File: src/rtl/fixed_point_iterative_divider.sv
// Restoring fixed-point divider, c = (a << d) / b, one quotient bit per clock, recv/send valid-ready streams.
// Define FXDIV_SIGN_EN for two's-complement operands (magnitude divide plus sign fix-up).
module fixed_point_iterative_divider #(
  parameter int n = 32,
  parameter int d = 16
) (
  input  logic         clk,
  input  logic         reset,
  output logic         recv_rdy,
  input  logic         recv_val,
  input  logic [n-1:0] a,
  input  logic [n-1:0] b,
  input  logic         send_rdy,
  output logic         send_val,
  output logic [n-1:0] c
);

  localparam int W  = n + d;
  localparam int CW = $clog2(n + d + 1);
  localparam logic [CW-1:0] LAST_STEP = CW'(W - 1);

  typedef enum logic [1:0] {
    IDLE = 2'd0,
    CALC = 2'd1,
    DONE = 2'd2
  } state_t;

  state_t         state, state_nxt;
  logic [n-1:0]   divisor;
  logic [W-1:0]   dividend;
  logic [n-1:0]   remainder;
  logic [n-1:0]   quotient;
  logic [CW-1:0]  count;
  logic           accept;

  logic [n-1:0]   a_mag, b_mag;
  logic [n:0]     rem_shift;
  logic [n-1:0]   rem_sub;
  logic           ge;

`ifdef FXDIV_SIGN_EN
  logic neg_q, a_neg, b_zero;
  assign a_mag = a[n-1] ? -a : a;
  assign b_mag = b[n-1] ? -b : b;
`else
  assign a_mag = a;
  assign b_mag = b;
`endif

  // NOTE: every signal written in always_comb gets a default first so no path leaves it unassigned (no latch).
  always_comb begin
    state_nxt = state;
    recv_rdy  = 1'b0;
    send_val  = 1'b0;
    case (state)
      CALC: if (count == LAST_STEP) state_nxt = DONE;
      DONE: begin
        send_val = 1'b1;
        if (send_rdy) state_nxt = IDLE;
      end
      default: begin  // IDLE, and the unreachable code 3 behaves as IDLE
        recv_rdy = 1'b1;
        if (recv_val) state_nxt = CALC;
      end
    endcase
  end

  assign accept = recv_val && recv_rdy;

  // Remainder stays below the divisor, so the shifted value needs only one extra bit.
  assign rem_shift = {remainder, dividend[W-1]};
  assign ge        = rem_shift >= {1'b0, divisor};
  assign rem_sub   = rem_shift[n-1:0] - divisor;

  // NOTE: state is updated with non-blocking assignments so every register samples pre-edge values.
  always_ff @(posedge clk or negedge reset) begin
    if (!reset) state <= IDLE;
    else        state <= state_nxt;
  end

  // NOTE: the datapath is a handful of flops, not a memory, so it is cleared by reset to keep c = 0 observable.
  always_ff @(posedge clk or negedge reset) begin
    if (!reset) begin
      divisor   <= '0;
      dividend  <= '0;
      remainder <= '0;
      quotient  <= '0;
      count     <= '0;
`ifdef FXDIV_SIGN_EN
      neg_q     <= 1'b0;
      a_neg     <= 1'b0;
      b_zero    <= 1'b0;
`endif
    end else if (state == CALC) begin
      remainder <= ge ? rem_sub : rem_shift[n-1:0];
      dividend  <= {dividend[W-2:0], 1'b0};
      // Quotient bits above n-1 are discarded by the result rule, so they are never stored.
      quotient  <= {quotient[n-2:0], ge};
      count     <= count + CW'(1);
    end else if (accept) begin
      divisor   <= b_mag;
      dividend  <= W'(a_mag) << d;
      remainder <= '0;
      quotient  <= '0;
      count     <= '0;
`ifdef FXDIV_SIGN_EN
      neg_q     <= a[n-1] ^ b[n-1];
      a_neg     <= a[n-1];
      b_zero    <= (b == '0);
`endif
    end
  end

  always_comb begin
    c = '0;
    if (state == DONE) begin
`ifdef FXDIV_SIGN_EN
      if (b_zero)     c = a_neg ? {1'b1, {(n-1){1'b0}}} : {1'b0, {(n-1){1'b1}}};
      else if (neg_q) c = -quotient;
      else            c = quotient;
`else
      c = quotient;
`endif
    end
  end

endmodule
File: config.mk
export PLATFORM = sky130hd
export DESIGN_NAME = fixed_point_iterative_divider
export DESIGN_NICKNAME = d
export VERILOG_FILES = /design/src/rtl/fixed_point_iterative_divider.sv
export SDC_FILE = /design/constraint.sdc
export NUM_CORES = 1
export LEC_CHECK = 0
export BUFFER_PORTS_ARGS = -buffer_cell sky130_fd_sc_hd__buf_2
export CAP_MARGIN = 40
export CORE_MARGIN = 2
export CORE_UTILIZATION = 55
export DETAILED_ROUTE_END_ITERATION = 16
export GPL_TIMING_DRIVEN = 0
export MAX_ROUTING_LAYER = met4
export PLACE_DENSITY = 0.79
export REMOVE_ABC_BUFFERS = 1
export SETUP_SLACK_MARGIN = 0.2
export SLEW_MARGIN = 40
export SYNTH_ARGS = -nofsm -noshare
export SYNTH_HDL_FRONTEND = slang
export SYNTH_SLANG_ARGS = --single-unit
File: constraint.sdc
create_clock -name clk -period 3.5 [get_ports clk]
set_input_delay 0.525 -clock clk [delete_from_list [all_inputs] [get_ports clk]]
set_output_delay 0.525 -clock clk [all_outputs]
set_load 0.01 [all_outputs]
# == Word level (Yosys, flattened, before mapping) ==
# Index checks and enable logic that the tools add are counted.
# totals
ff_bits,152
latchBits,0
ram_bits,0
mem_bits_ro,0
wordCells,36
memories,0
# classes
addsub,2
multipliers,0
n_div,0
order_cmp,1
n_eq_ne,5
shift,0
mux,15
n_bitwise,1
n_reduce_logical,6
# ops
cell,count
$mux 32,5
$mux 48,2
$ge 33x32->1,1
$sub 32x32->32,1
$mux 6,2
$add 6x1->6 const B,1
$eq 6x6->1 const B,1
$mux 2,3
$ne 2x2->1 const B,2
$pmux 2 s2,1
$reduce_and 3->1,1
$reduce_bool 3->1,1
$eq 2x1->1 const B,1
$eq 2x2->1 const B,1
$mux 1,2
$reduce_and 2->1,1
$reduce_bool 2->1,1
$reduce_or 2->1,1
$logic_and 1x1->1,1
$not 1->1,1

# == Longest topological paths before layout ==
# logic_depth
word_depth,6
mapped_depth,13
mapped_depth_nobuf,12

# == Worst setup path after synthesis ==
# OpenSTA, ideal clock, no wires.
# synth_path
path_type,register to register
startpoint,register remainder[7]
endpoint,register remainder[19]
setup_ns,0.120
arrival_ns,2.737
t_required_ns,3.380
slack_ns,0.643
path_stages_with_launch,12
n_path_buf,1
period_less_slack_ns,2.857
cell_sequence,dfrtp_1 ha_1 buf_4 nand4_1 or4b_1 a31oi_2 o21ai_2 a21oi_4 a221oi_4 o31a_4 a32o_1 a31o_1
# synth_via
elab_chain_cells,3
# synth_rtl
item,line,source
"start, declared",31,logic [n-1:0] remainder;
"start signal, assigned",95,remainder <= ge ? rem_sub : rem_shift[n-1:0];
$sub 32x32->32 / $ge 33x32->1 (equally long branches),"73, 72",
$mux 32 (*),95,
$mux 32 (*),94,end else if (state == CALC) begin
# Mark *: on every way between the ends. The rest lies on a longest branch, timed or not.
# A chain may end at the register's enable or synchronous reset.

# == Worst setup path in the final report ==
# Same ends and word-level chain as after synthesis.

==> impl_metrics.csv <==
group,metric,value,unit
status,status,"finished, final reports clean",
floorplan,die_h,124.6,um
min_path,hold_class,"input port to async pin",
sta,hold_violations,0,
critical_path,reg2reg_depth,11,
sta,max_freq,310.3,MHz
critical_path,endpoint_kind,"flop",
sta,relSlewSlack,43.74,%
yosys,yosysUniqueCellTypes,66,
floorplan,io_pins,102,
critical_path,cp_slowest_cell,"or4b_1",
critical_path,cp_top_family,"compound AO/OA/AOI/OAI gates",
yosys,synth.yosys.seq_area_share,42.55,%
critical_path,cp_num_buf_inv,1,
sta,setup_slack,0.2775,ns
global_routing,grt_overflow,0,
sta,rsz0062_at_grt,"true",
sta,finalClockSkew,0.008797,ns
finish,final_common_cell,"nand2_1",
clocking,path_clk_slew,0.06,ns
critical_path,path_max_fanout,13,
route,dr.pass1.iters,6,
clocking,postCtsHoldBufs,0,
critical_path,cp.required,3.82,ns
global_routing,met3_usage,4.510,%
yosys,synthCells,878,
clocking,cts_root_buffer,"clkbuf_16",
place,detailedPlace.worstSlack,0.07289,ns
pwr,powerDensity,1045,nW/um2
finish,drive_above_1_share,21.09,%
global_routing,antenna_found_initial,3,
flow_run,maxCapViolations,0,
floorplan,coreArea,14370,um2
floorplan,fp-row-count,44,
yosys,yosysTopAreaCellShare,42.55,%
floorplan,die-area,15520,um2
clocking,clk_latency,0.43,ns
global_routing,grt_pass1_vias,6451,
critical_path,crit_path_cell_trace,"ha_2 > nand4_1 > or4b_1 > a31oi_2 > o21ai_2 > a21oi_4 > a221oi_4 > buf_12 > o31a_4 > a32o_1 > a31o_1",
place,port-buffer-count,101,
route,finalWirelength,17760,um
yosys,syn_area,7998,um2
sta,tns,0,ns
yosys,synth_ff_type,"dfrtp_1",
critical_path,cp_num_cells,11,
yosys,synth_top_cell_by_area,"dfrtp_1",
global_routing,grt_first_pass_wirelength,30440,um
floorplan,die_w,124.6,um
global_routing,use_met1,31.83,%
global_routing,grt_start_max_net_pins,71,
critical_path,rrSetupSlack,0.28,ns
yosys,avgSynthCellArea,9.109,um2
yosys,yosys-top-cells-area,"dfrtp_1, nand2_1, ha_1",
place,hpwl,11590,um
sta,setup_viol,0,
finish,final_nets,1063,
clocking,numCtsBuffers,17,
sta,fin_crit_sh,92.07,%
finish,most-common-layout-cells,"nand2_1, dfrtp_1, buf_2, o21ai_0, nand3_1",
global_routing,top_usage_layer,"met2",
place,gp_congestion,0.8453,
sta,period_needed,3.223,ns
clocking,cts_buffer_depth,2,
critical_path,path_class,"flop to flop",
sta,worstMarginPinSlew,0.8226,ns
yosys,async_flop_share,100.0,%
yosys,synth_edf_count,0,
critical_path,worst-endpoint-arrival,3.54,ns
route,drtAntennaViolNets,0,
clocking,clock_sinks,136,
yosys,ys_ff_latch,136,
floorplan,start_util,55.66,%
global_routing,met2_usage,37.80,%
yosys,synth_warnings,0,
route,drc_errors,0,
clocking,h-tree-depth,4,
critical_path,critPathMaxStageDelay,0.49,ns
route,drtIter0Drc,439,
pwr,vdd_drop_max,0.0004816,V
route,vias,6671,
global_routing,grt_use_total,24.29,%
sta,holdWs,0.05236,ns
route,vias_per_cell,5.756,
sta,final_max_slew_viol_count,0,
pwr,p_leak,4.570,nW
route,wire_per_inst,15.32,um
clocking,cts_tree,"yes",
critical_path,start_kind,"flop",
finish,area_growth_syn_to_layout,17.80,%
synth_stat cells (all sizes together), types with 2 or more instances:
cell,number
and3,6
xnor2,14
a32o,2
nor2,19
or3,5
mux2i,33
clkbuf,40
nand3b,2
a31oi,9
a21oi,31
nor3,8
o31a,2
nand4,7
a221oi,4
o21bai,2
o311ai,2
a21o,11
a31o,3
o211ai,15
inv,43
nor2b,7
o31ai,3
nand2,156
and2,34
nand2b,5
o21a,7
or3b,2
dfrtp,136
or2,2
a21boi,2
a211oi,3
o21ai,90
nand3,54
a2111oi,3
ha,35
buf,14
a32oi,10
xor2,10
mux2,34
per-layer routing:
metal / wire (um) / vias to the layer above
li1: - / 3242
met1: 7973 / 3203
met2: 8717 / 192
met3: 781 / 34
met4: 286 / 0
met5: 0 / -
report_power, final:
group	internal [W]	switching, W	total [W]
clock network	0.00109	0.000733	0.00182
registers	0.00219	0.000383	0.00257
logic	0.00234	0.00312	0.00546
state kept, by name, indices dropped and copies added (netlist names):
name and cells:
divisor 32, remainder 32, count 6, quotient 32
dividend 32, state 2
cell families after synthesis:
group           count (synthesis)  share of synthesized area [%]
flops                         136                          42.55
mux                            67                          8.917
buf+inv                        97                          4.834
fa+ha+maj                      36                          5.726
compound gates                207                          17.18
xor+xnor                       24                          2.628
simple gates                  311                          18.16
worst reg2reg max path: stages, from the launching register on:
cell      delay, ns
dfrtp_1        0.39
ha_2           0.41
nand4_1        0.13
or4b_1         0.49
a31oi_2        0.21
o21ai_2        0.13
a21oi_4        0.21
a221oi_4       0.09
buf_12         0.15
o31a_4         0.42
a32o_1         0.30
a31o_1         0.18
area by class of cell:
cell class,count,area [um2]
diodes,3,7.507
well taps,184,230.2
clock buffers,18,439.2
inverters,43,161.4
flip-flops and latches,136,3403
repair buffers,115,743.2
clock inverters,14,158.9
fillers,1155,4947
multi-input cells,646,4278
through the flow:
stage	area, um2	util (%)	total power (W)	cells
5_1_grt	9422	65.57	0.01064	1159
3_3_place_gp	8508	59.21	0.007207	1109
6_report	9422	65.57	0.009849	1159
2_1_floorplan	7772	-	0.006463	824
4_1_cts	9323	64.88	0.009587	1151
3_5_place_dp	8717	60.67	0.007683	1118
final timing paths:
path	start	endpoint
setup / recovery	remainder[7]	remainder[19]
hold / removal	reset	divisor[9]
setup reg to reg	remainder[7]	remainder[19]
hold reg to reg	count[5]	count[5]
max in group asynchronous	reset	divisor[25]
min in group clk	b[1]	divisor[1]
what timing repair did:
item                                   in CTS  in global routing
setup endpoints to repair                  17                 33
resized for setup                           0                  6
pin swaps                                   2                  3
endpoints found under the hold margin       0                  0
gates cloned                                0                  1
buffers inserted                            1                  4
Power figures use the tool's default switching activity.
